$ cat config.mk
export PLATFORM = sky130hd
export DESIGN_NAME = disp_vram_rdslave
export DESIGN_NICKNAME = d
export VERILOG_FILES = /design/src/rtl/disp_vram_pkg.sv /design/src/rtl/disp_rdslv_fifo.sv /design/src/rtl/disp_vram_rdslave.sv
export SDC_FILE = /design/constraint.sdc
export NUM_CORES = 1
export LEC_CHECK = 0
export CAP_MARGIN = 25
export CORE_UTILIZATION = 61
export CTS_BUF_LIST = sky130_fd_sc_hd__clkbuf_8
export DETAILED_ROUTE_END_ITERATION = 16
export HOLD_SLACK_MARGIN = 0.02
export PLACE_DENSITY = 0.95
export SLEW_MARGIN = 20
export SYNTH_ARGS = -nofsm -noshare
export SYNTH_HDL_FRONTEND = slang
export SYNTH_SLANG_ARGS = --single-unit
$ cat constraint.sdc
create_clock -name ACLK -period 12.4 [get_ports ACLK]
set_input_delay 2.48 -clock ACLK [delete_from_list [all_inputs] [get_ports ACLK]]
set_output_delay 2.48 -clock ACLK [all_outputs]
set_load 0.01 [all_outputs]
$ cat src/rtl/disp_vram_pkg.sv
// Shared definitions for the display VRAM AXI read slave.
// Holds the FSM state encoding, RRESP codes, return-buffer depth,
// the beat-count width and the packed layout of one buffered R beat.
package disp_vram_pkg;

  typedef enum logic {
    S_IDLE  = 1'b0,
    S_BURST = 1'b1
  } state_t;

  localparam logic [1:0] RRESP_OKAY   = 2'b00;
  localparam logic [1:0] RRESP_DECERR = 2'b11;

  localparam int FIFO_DEPTH = 4;

  // ARLEN+1 reaches 256, so one extra bit over ARLEN is needed
  localparam int BEAT_CNT_W = 9;

  // One buffered R beat: 64 data bits, last flag, response code
  typedef struct packed {
    logic [63:0] data;
    logic        last;
    logic [1:0]  resp;
  } beat_t;

endpackage

$ cat src/rtl/disp_rdslv_fifo.sv
// Four-entry return buffer for the VRAM read slave.
// Stores {data, last, resp} beats; the head entry is read straight out of
// the storage registers so the consumer sees first-word-fall-through data.
// Ports:
//   ACLK, ARST       clock, synchronous active-high reset
//   push_i, pushData_i  write one 67-bit beat
//   pop_i            remove the head beat (ignored when empty)
//   head_o           current head beat (all zeros after reset)
//   count_o          number of stored beats, 0..4
//   full_o, empty_o  occupancy flags
module disp_rdslv_fifo
  import disp_vram_pkg::*;
(
  input  logic        ACLK,
  input  logic        ARST,
  input  logic        push_i,
  input  logic [66:0] pushData_i,
  input  logic        pop_i,
  output logic [66:0] head_o,
  output logic [2:0]  count_o,
  output logic        full_o,
  output logic        empty_o
);

  logic [66:0] mem_q [FIFO_DEPTH];
  logic [1:0]  wrPtr_q, rdPtr_q;
  logic [2:0]  count_q, count_d;
  logic        doPop;

  assign doPop   = pop_i && !empty_o;
  assign empty_o = (count_q == 3'd0);
  assign full_o  = (count_q == 3'(FIFO_DEPTH));
  assign count_o = count_q;
  assign head_o  = mem_q[rdPtr_q];

  // A simultaneous push and pop leaves the occupancy unchanged
  always_comb begin
    count_d = count_q;
    if (push_i && !doPop) begin
      count_d = count_q + 3'd1;
    end else if (!push_i && doPop) begin
      count_d = count_q - 3'd1;
    end
  end

  // Storage is cleared on reset so the R outputs read as zero while empty
  always_ff @(posedge ACLK) begin
    if (ARST) begin
      for (int i = 0; i < FIFO_DEPTH; i++) begin
        mem_q[i] <= '0;
      end
      wrPtr_q <= '0;
      rdPtr_q <= '0;
      count_q <= '0;
    end else begin
      if (push_i) begin
        mem_q[wrPtr_q] <= pushData_i;
        wrPtr_q        <= wrPtr_q + 2'd1;
      end
      if (doPop) begin
        rdPtr_q <= rdPtr_q + 2'd1;
      end
      count_q <= count_d;
    end
  end

  // The issue logic reserves a slot before every push, so this never fires
  noOverflow: assert property (@(posedge ACLK) disable iff (ARST) !(push_i && full_o));

endmodule

$ cat src/rtl/disp_vram_rdslave.sv
// AXI read-channel responder for the display VRAM.
// Accepts one INCR burst at a time, reads 64-bit words from a synchronous
// single-port VRAM (data valid the cycle after MEM_RE) and streams them out
// on R through a four-beat buffer. Requests beyond the VRAM size are answered
// with DECERR beats and never touch the memory.
// Ports:
//   ACLK, ARST                 clock, synchronous active-high reset
//   ARADDR/ARLEN/ARVALID/ARREADY  read address channel
//   RDATA/RRESP/RLAST/RVALID/RREADY  read data channel
//   MEM_ADDR/MEM_RE/MEM_RDATA  VRAM port (word address)
module disp_vram_rdslave #(
  parameter int MEM_AW     = 16,
  parameter int FIFO_DEPTH = 4
) (
  input  logic              ACLK,
  input  logic              ARST,
  input  logic [31:0]       ARADDR,
  input  logic [7:0]        ARLEN,
  input  logic              ARVALID,
  output logic              ARREADY,
  output logic [63:0]       RDATA,
  output logic [1:0]        RRESP,
  output logic              RLAST,
  output logic              RVALID,
  input  logic              RREADY,
  output logic [MEM_AW-1:0] MEM_ADDR,
  output logic              MEM_RE,
  input  logic [63:0]       MEM_RDATA
);

  import disp_vram_pkg::*;

  state_t                 state_q, state_d;
  logic [MEM_AW-1:0]      addr_q, addr_d;
  logic [BEAT_CNT_W-1:0]  issueCnt_q, issueCnt_d;
  logic                   err_q, err_d;
  logic [1:0]             inflight_q, inflight_d;
  logic                   pendLast_q, pendLast_d;
  logic                   pendErr_q, pendErr_d;

  logic        issue;
  logic        push;
  logic        pop;
  logic [3:0]  occupancy;
  logic [2:0]  fifoCount;
  logic        fifoEmpty;
  logic        fifoFull_unused;
  logic [2:0]  addrLsb_unused;
  beat_t       pushBeat;
  beat_t       headBeat;

  // Byte offset within the first word is ignored: bursts are word aligned
  assign addrLsb_unused = ARADDR[2:0];

  // Every issued slot (memory read or DECERR beat) spends exactly one cycle
  // in flight before it is pushed, so a slot is granted only while the
  // buffer plus the in-flight slots still have room for it
  assign occupancy = {1'b0, fifoCount} + {2'b00, inflight_q};
  assign issue     = (state_q == S_BURST) && (issueCnt_q != '0)
                     && (occupancy < 4'(FIFO_DEPTH));
  assign push      = (inflight_q != 2'd0);
  assign pop       = RVALID && RREADY;

  assign ARREADY  = (state_q == S_IDLE);
  assign MEM_RE   = issue && !err_q;
  assign MEM_ADDR = addr_q;

  // Error bursts reuse the same one-cycle slot pipeline with zeroed data
  always_comb begin
    pushBeat.data = pendErr_q ? 64'h0 : MEM_RDATA;
    pushBeat.last = pendLast_q;
    pushBeat.resp = pendErr_q ? RRESP_DECERR : RRESP_OKAY;
  end

  assign RVALID = !fifoEmpty;
  assign RDATA  = headBeat.data;
  assign RLAST  = headBeat.last;
  assign RRESP  = headBeat.resp;

  disp_rdslv_fifo uFifo (
    .ACLK       (ACLK),
    .ARST       (ARST),
    .push_i     (push),
    .pushData_i (pushBeat),
    .pop_i      (pop),
    .head_o     (headBeat),
    .count_o    (fifoCount),
    .full_o     (fifoFull_unused),
    .empty_o    (fifoEmpty)
  );

  always_comb begin
    state_d    = state_q;
    addr_d     = addr_q;
    issueCnt_d = issueCnt_q;
    err_d      = err_q;
    inflight_d = inflight_q + {1'b0, issue} - {1'b0, push};
    pendLast_d = issue && (issueCnt_q == BEAT_CNT_W'(1));
    pendErr_d  = err_q;

    case (state_q)
      S_IDLE: begin
        if (ARVALID) begin
          state_d    = S_BURST;
          addr_d     = ARADDR[MEM_AW+2:3];
          issueCnt_d = BEAT_CNT_W'(ARLEN) + BEAT_CNT_W'(1);
          err_d      = |ARADDR[31:MEM_AW+3];
        end
      end
      S_BURST: begin
        // Address wraps modulo the VRAM size; no 4 KB boundary handling
        if (issue) begin
          addr_d     = addr_q + MEM_AW'(1);
          issueCnt_d = issueCnt_q - BEAT_CNT_W'(1);
        end
        if (pop && RLAST) begin
          state_d = S_IDLE;
        end
      end
      default: state_d = S_IDLE;
    endcase
  end

  always_ff @(posedge ACLK) begin
    if (ARST) begin
      state_q    <= S_IDLE;
      addr_q     <= '0;
      issueCnt_q <= '0;
      err_q      <= 1'b0;
      inflight_q <= '0;
      pendLast_q <= 1'b0;
      pendErr_q  <= 1'b0;
    end else begin
      state_q    <= state_d;
      addr_q     <= addr_d;
      issueCnt_q <= issueCnt_d;
      err_q      <= err_d;
      inflight_q <= inflight_d;
      pendLast_q <= pendLast_d;
      pendErr_q  <= pendErr_d;
    end
  end

endmodule

### Word level (Yosys, flattened, before mapping)

Memories as Yosys holds them, arrays and structs flattened. A register that Yosys moved wholly into a read port is not among the register bits.
Index checks and enable logic that the tools add are counted.

| storage, ports and cells | value |
|---|---|
| memories kept | 1 |
| memory bits (writable) | 268 |
| register bits after elaboration | 38 |
| output and inout bits | 86 |
| word-level logic and storage cells | 70 |
| input port bits | 108 |

| operators by class | value |
|---|---|
| bitwise gates (word level) | 1 |
| muxes and demuxes | 23 |
| $lt $le $gt $ge | 1 |
| eq/ne operators | 3 |
| reductions and logical operators | 21 |
| $add $sub $neg | 10 |

Memories:

| memory | depth | bits a word | rd ports | clocked after Yosys merged registers in | write ports | line | RTL |
|---|---|---|---|---|---|---|---|
| uFifo.mem_q | 4 | 67 | 1 | 1 | 4 | disp_rdslv_fifo.sv:25 | `logic [66:0] mem_q [FIFO_DEPTH];` |

Operators by type and width:

| operator | number |
|---|---|
| 2-to-1 mux 67 bit | 1 |
| OR reduction 67 bit | 1 |
| 2-to-1 mux 64 bit | 1 |
| 2-to-1 mux 16 bit | 2 |
| one-hot mux 16 bit (2 select lines) | 1 |
| 2-to-1 mux 9 bit | 2 |
| one-hot mux 9 bit (2 select lines) | 1 |
| adder 16 x 1 -> 16 bit, second input constant | 1 |
| OR reduction 13 bit | 1 |
| adder 8 x 1 -> 9 bit, second input constant | 1 |
| equality test 9 x 1 -> 1 bit, second input constant | 1 |
| logical AND 1 bit | 9 |
| nonzero test 9 bit | 1 |
| subtractor 9 x 1 -> 9 bit, second input constant | 1 |
| 2-to-1 mux 1 bit | 8 |
| 2-to-1 mux 2 bit | 4 |
| 2-to-1 mux 3 bit | 2 |
| adder 2 x 1 -> 2 bit, second input constant | 2 |
| adder 3 x 2 -> 4 bit | 1 |
| zero test 1 bit | 4 |
| less-than comparator 4 x 3 -> 1 bit, second input constant | 1 |
| AND reduction 2 bit | 2 |
| nonzero test 2 bit | 2 |
| adder 3 x 1 -> 3 bit, second input constant | 1 |
| 8 further kinds | 8 |

### Depth between registers and ports, before layout

| depth | value |
|---|---|
| depth in word-level cells | 7 |
| depth in mapped cells | 10 |

### Modules after synthesis

Synthesis repeated with hierarchy kept, for this count alone.

| second synthesis, totals | value |
|---|---|
| cells, all modules | 1023 |
| area total of the unflattened synthesis | 14423.8 um^2 |

Modules (own cells, without submodules):

| module | cells each | instances | area each (um^2) |
|---|---|---|---|
| disp_rdslv_fifo | 689 | 1 | 11957.7 |
| disp_vram_rdslave | 334 | 1 | 2466.1 |

### Least setup slack after synthesis

OpenSTA, ideal clock, no wires.

| timing path | value |
|---|---|
| path kind | in2reg |
| start | input ARST |
| end | memory uFifo.mem_q[3][10], enable pin |
| setup slack | 6.481 ns |
| arrival | 4.850 ns |
| library setup time | 1.070 ns |
| buffers on the path | 1 |
| cell stages on the path | 3 |
| cell sequence | inv_1 clkbuf_1 o21ai_0 |

RTL lines:

| item | line | RTL |
|---|---|---|
| start, declared | disp_vram_rdslave.sv:16 | `input logic ARST,` |
| end, declared | disp_rdslv_fifo.sv:25 |  |

### Final worst setup path

| timing path | value |
|---|---|
| start | register state_q |
| end | output MEM_RE |

| between the ends | value |
|---|---|
| word-level cells in the longest chain between the ends | 3 |

RTL lines:

| item | line | RTL |
|---|---|---|
| start, declared | disp_vram_rdslave.sv:33 | `state_t state_q, state_d;` |
| start signal, assigned | disp_vram_rdslave.sv:134 | `state_q <= state_d;` |
| logical AND 1 bit | disp_vram_rdslave.sv:59 | `assign issue = (state_q == S_BURST) && (issueCnt_q != '0)` |
| logical AND 1 bit | disp_vram_rdslave.sv:60 | `&& (occupancy < 4'(FIFO_DEPTH));` |
| logical AND 1 bit | disp_vram_rdslave.sv:65 | `assign MEM_RE = issue && !err_q;` |
| end, declared | disp_vram_rdslave.sv:27 | `output logic MEM_RE,` |

Every way passes these cells.

==> out/results.txt <==
CTS tree: done
XOR/XNOR Fraction of Synth Area: 0.00896
RSZ-0062 raised after global routing: no
Synth Area in Simple Gates: 0.163
post_cts resized: 0
Flop pwr share: 0.460
Place WS: 6.99 ns
cell area after synthesis: 0.0137 mm2
wirelength, routed: 30300 um
hold buffer count at CTS: 0
DRC viols: 0
Critical Path Source Type: flop
pin count of the biggest net entering global routing: 99
Worst Hold Depth: 2
cell area after layout: 0.0167 mm2
Yosys top cell area share: 0.579
Sw Pwr: 877 uW
Post CTS Setup Buffer Count: 0
r2r endpoint: inflight_q[1]
register bit total from synthesis: 304
root buffer cell: clkbuf_8
main area contributors after synthesis: edfxtp_1 (58%), mux4_2 (11%), and2_1 (8.9%)
DR pass1 iterations: 4
Hold Crit Class: flop to flop
instance area at placement: 0.0158 mm2
share of cells above drive strength 1: 0.140
combinational power share: 0.279
Syn Nets: 1062
vias per inst: 5.91
grt ovf: 0
hold_sp: issueCnt_q[1]
max_slew headroom: 0.324
status: finished, final reports clean
Bufs on Longest Clock Path: 3
Worst Path Arrival: 3.24 ns
top post-synthesis cells by count: edfxtp_1 (264), and2_1 (195), and3_1 (68)
fmax: 175 MHz
first-pass GRT wire length: 48400 um
Total Neg Setup Slack: 0 ns
final hold violation count: 0
Die H: 152 um
largest family of logic cells by synthesized area: simple AND/OR/NAND/NOR gates
Crit. End Element: output port
Post-synth EDFFs: 264
PwrDens: 181 mW/mm2
CP Cell Sequence: buf_4, inv_2, or4_4, or2_2, nor2_1, clkdlybuf4s50_1
R2R depth: 10
Final Skew: 0.0238 ns
detailed-route via count: 8564
post-synthesis adder-cell area fraction: 0.00969
wire length per cell: 20.9 um
die area: 0.0230 mm2
CP max stage cell: or4_4
IO Count: 194
Seq/Total Area, Yosys: 0.638
worst path bufs/invs: 3
top-count cell post-synth: edfxtp_1
Post-Layout Cell Count: 1449
Die Span X: 152 um
Fill cells: 1282
peak per-stage delay on the critical path: 0.61 ns
Compound-Gate Fraction of Synth Area: 0.0459
peak supply drop: 0.0906 mV
core area: 0.0219 mm2
Reg clk slew, reported paths: 0.06 ns
minimum clock period: 5.72 ns
# rows: 54
initial antenna violation count: 1
Detail Route Antenna Nets: 0
IO buf count: 190
Crit Path Max Fanout: 48
P_int: 2.15 mW
vias in the first global route: 9045
Area Overhead vs Synth: 22.3%
max cap viols: 0
Starting Density: 0.625
WS Path Type: flop to output port
crit-path leading delay family: buffers and inverters
Clk pwr share: 0.260
Final period util: 0.461
clk_lat worst skew: 0.56 ns
TritonCTS buffer count: 48
reg2reg setup slack: 9.37 ns
Slew Viols, Final: 0
placed cells: 1360
hold endpoint: issueCnt_q[1]
Net Sw Frac: 0.289
Worst setup startpoint: state_q
synthesized instance count: 944
worst-margin pin slew: 1.01 ns
Setup violations, final: 0
Final WS setup: 6.68 ns
hpwl dp: 17600 um
post-synth top area cell: edfxtp_1
routability congestion estimate: 0.811
post-layout util: 0.765
# nets final: 1250
YS warnings: 0
htree depth: 2
fraction of registers with async set or reset after synthesis: 0
Syn Area/Cell: 14.5 um2
worst endpoint required time: 9.92 ns
most used flip-flop cell after synthesis: edfxtp_1
Starting DRT DRC Count: 598
Distinct cells, synth: 57
leakage: 6.28 nW
Sink Count: 304
Crit Reg-Reg Startpoint: state_q
overall global routing resource usage: 0.268
mux cell area share after synthesis: 0.111
==> worst max-delay path by stage <==
stage                         end  slack, ns  depth (start not counted)
5_1_grt                 RDATA[45]       6.52                          3
3_3_place_gp   uFifo.mem_q[1][35]       7.03                          5
6_report                   MEM_RE       6.68                          6
4_1_cts                  RRESP[1]       6.62                          3
3_5_place_dp   uFifo.mem_q[3][35]       6.99                          5
2_1_floorplan  uFifo.mem_q[3][10]       6.48                          3
==> metal layers <==
metal  up-vias  wire (um)  share of wire  global-route usage
li1       3928          -              -                   -
met4         0        573          0.019              0.0795
met3        44       2380          0.079              0.0579
met5         -          0              0                   0
met1      4239      11600           0.38               0.344
met2       353      15700           0.52               0.461
==> state kept, by name (all words and copies together) (netlist names), 2 cells and up, named ones only <==
name,flops
uFifo.rdPtr_q,2
uFifo.mem_q,264
inflight_q,2
uFifo.count_o,3
MEM_ADDR,16
issueCnt_q,9
uFifo.wrPtr_q,2
==> placed cells by master, fill, tap and decap left out, types with 8 or more instances in the layout <==
master           Yosys  layout
xnor2_1              8       8
nand2_1             33      33
and2_1             195     195
clkinv_1             0      15
o21ai_0             12       9
a21oi_1             28      28
buf_4                3      11
edfxtp_1           264     264
mux4_2              66      66
clkdlybuf4s50_1      0     190
clkbuf_8             0      50
nor2_1              32      30
nand3_1              8       8
dfxtp_1             40      38
inv_1               12      27
nor3_1              10       9
o21ai_1             10      10
and3_1              68      68
ha_1                 9       9
==> metrics by stage <==
step                hold WS [ns]  power (mW)
finish                     0.489        3.03
global route               0.522        3.17
CTS                        0.488        3.05
detailed placement         0.481        2.26
global placement           0.475        2.22
floorplan                  0.456        1.88
==> kinds of logic after synthesis <==
| group | count (synthesis) |
|---|---|
| compound gates | 88 |
| xor+xnor | 14 |
| fa+ha+maj | 10 |
| buf+inv | 78 |
| flops | 304 |
| mux | 69 |
| simple gates | 381 |
==> worst register-to-register path, cell delays in order (launching register included) <==
cell and delay, ns:
dfxtp_1 0.32, buf_4 0.42, inv_2 0.35, or4_4 0.62, or2_2 0.35, ha_1 0.29, inv_1 0.04, ha_1 0.17
xor2_1 0.17, xnor2_1 0.14, nor2_1 0.05
==> power groups by stage <==
stage / Combinational (mW) / Clock [mW] / Sequential, mW
finish: 0.847 / 0.789 / 1.39
global route: 0.910 / 0.848 / 1.41
CTS: 0.849 / 0.802 / 1.40
detailed placement: 0.841 / 0 / 1.42
global placement: 0.821 / 0 / 1.40
floorplan: 0.510 / 0 / 1.37
==> cell type report <==
type,count,area [um2],area share
inverter,13,48.8,0.00291
timing repair buffer,203,2030,0.121
multi-input combinational,562,4690,0.280
clock inverter,36,196,0.0117
antenna,1,2.50,0.000149
sequential,304,8740,0.522
tap,280,350,0.0209
clock buffer,50,688,0.0411
No activity file was read; power rests on OpenSTA's default activity.
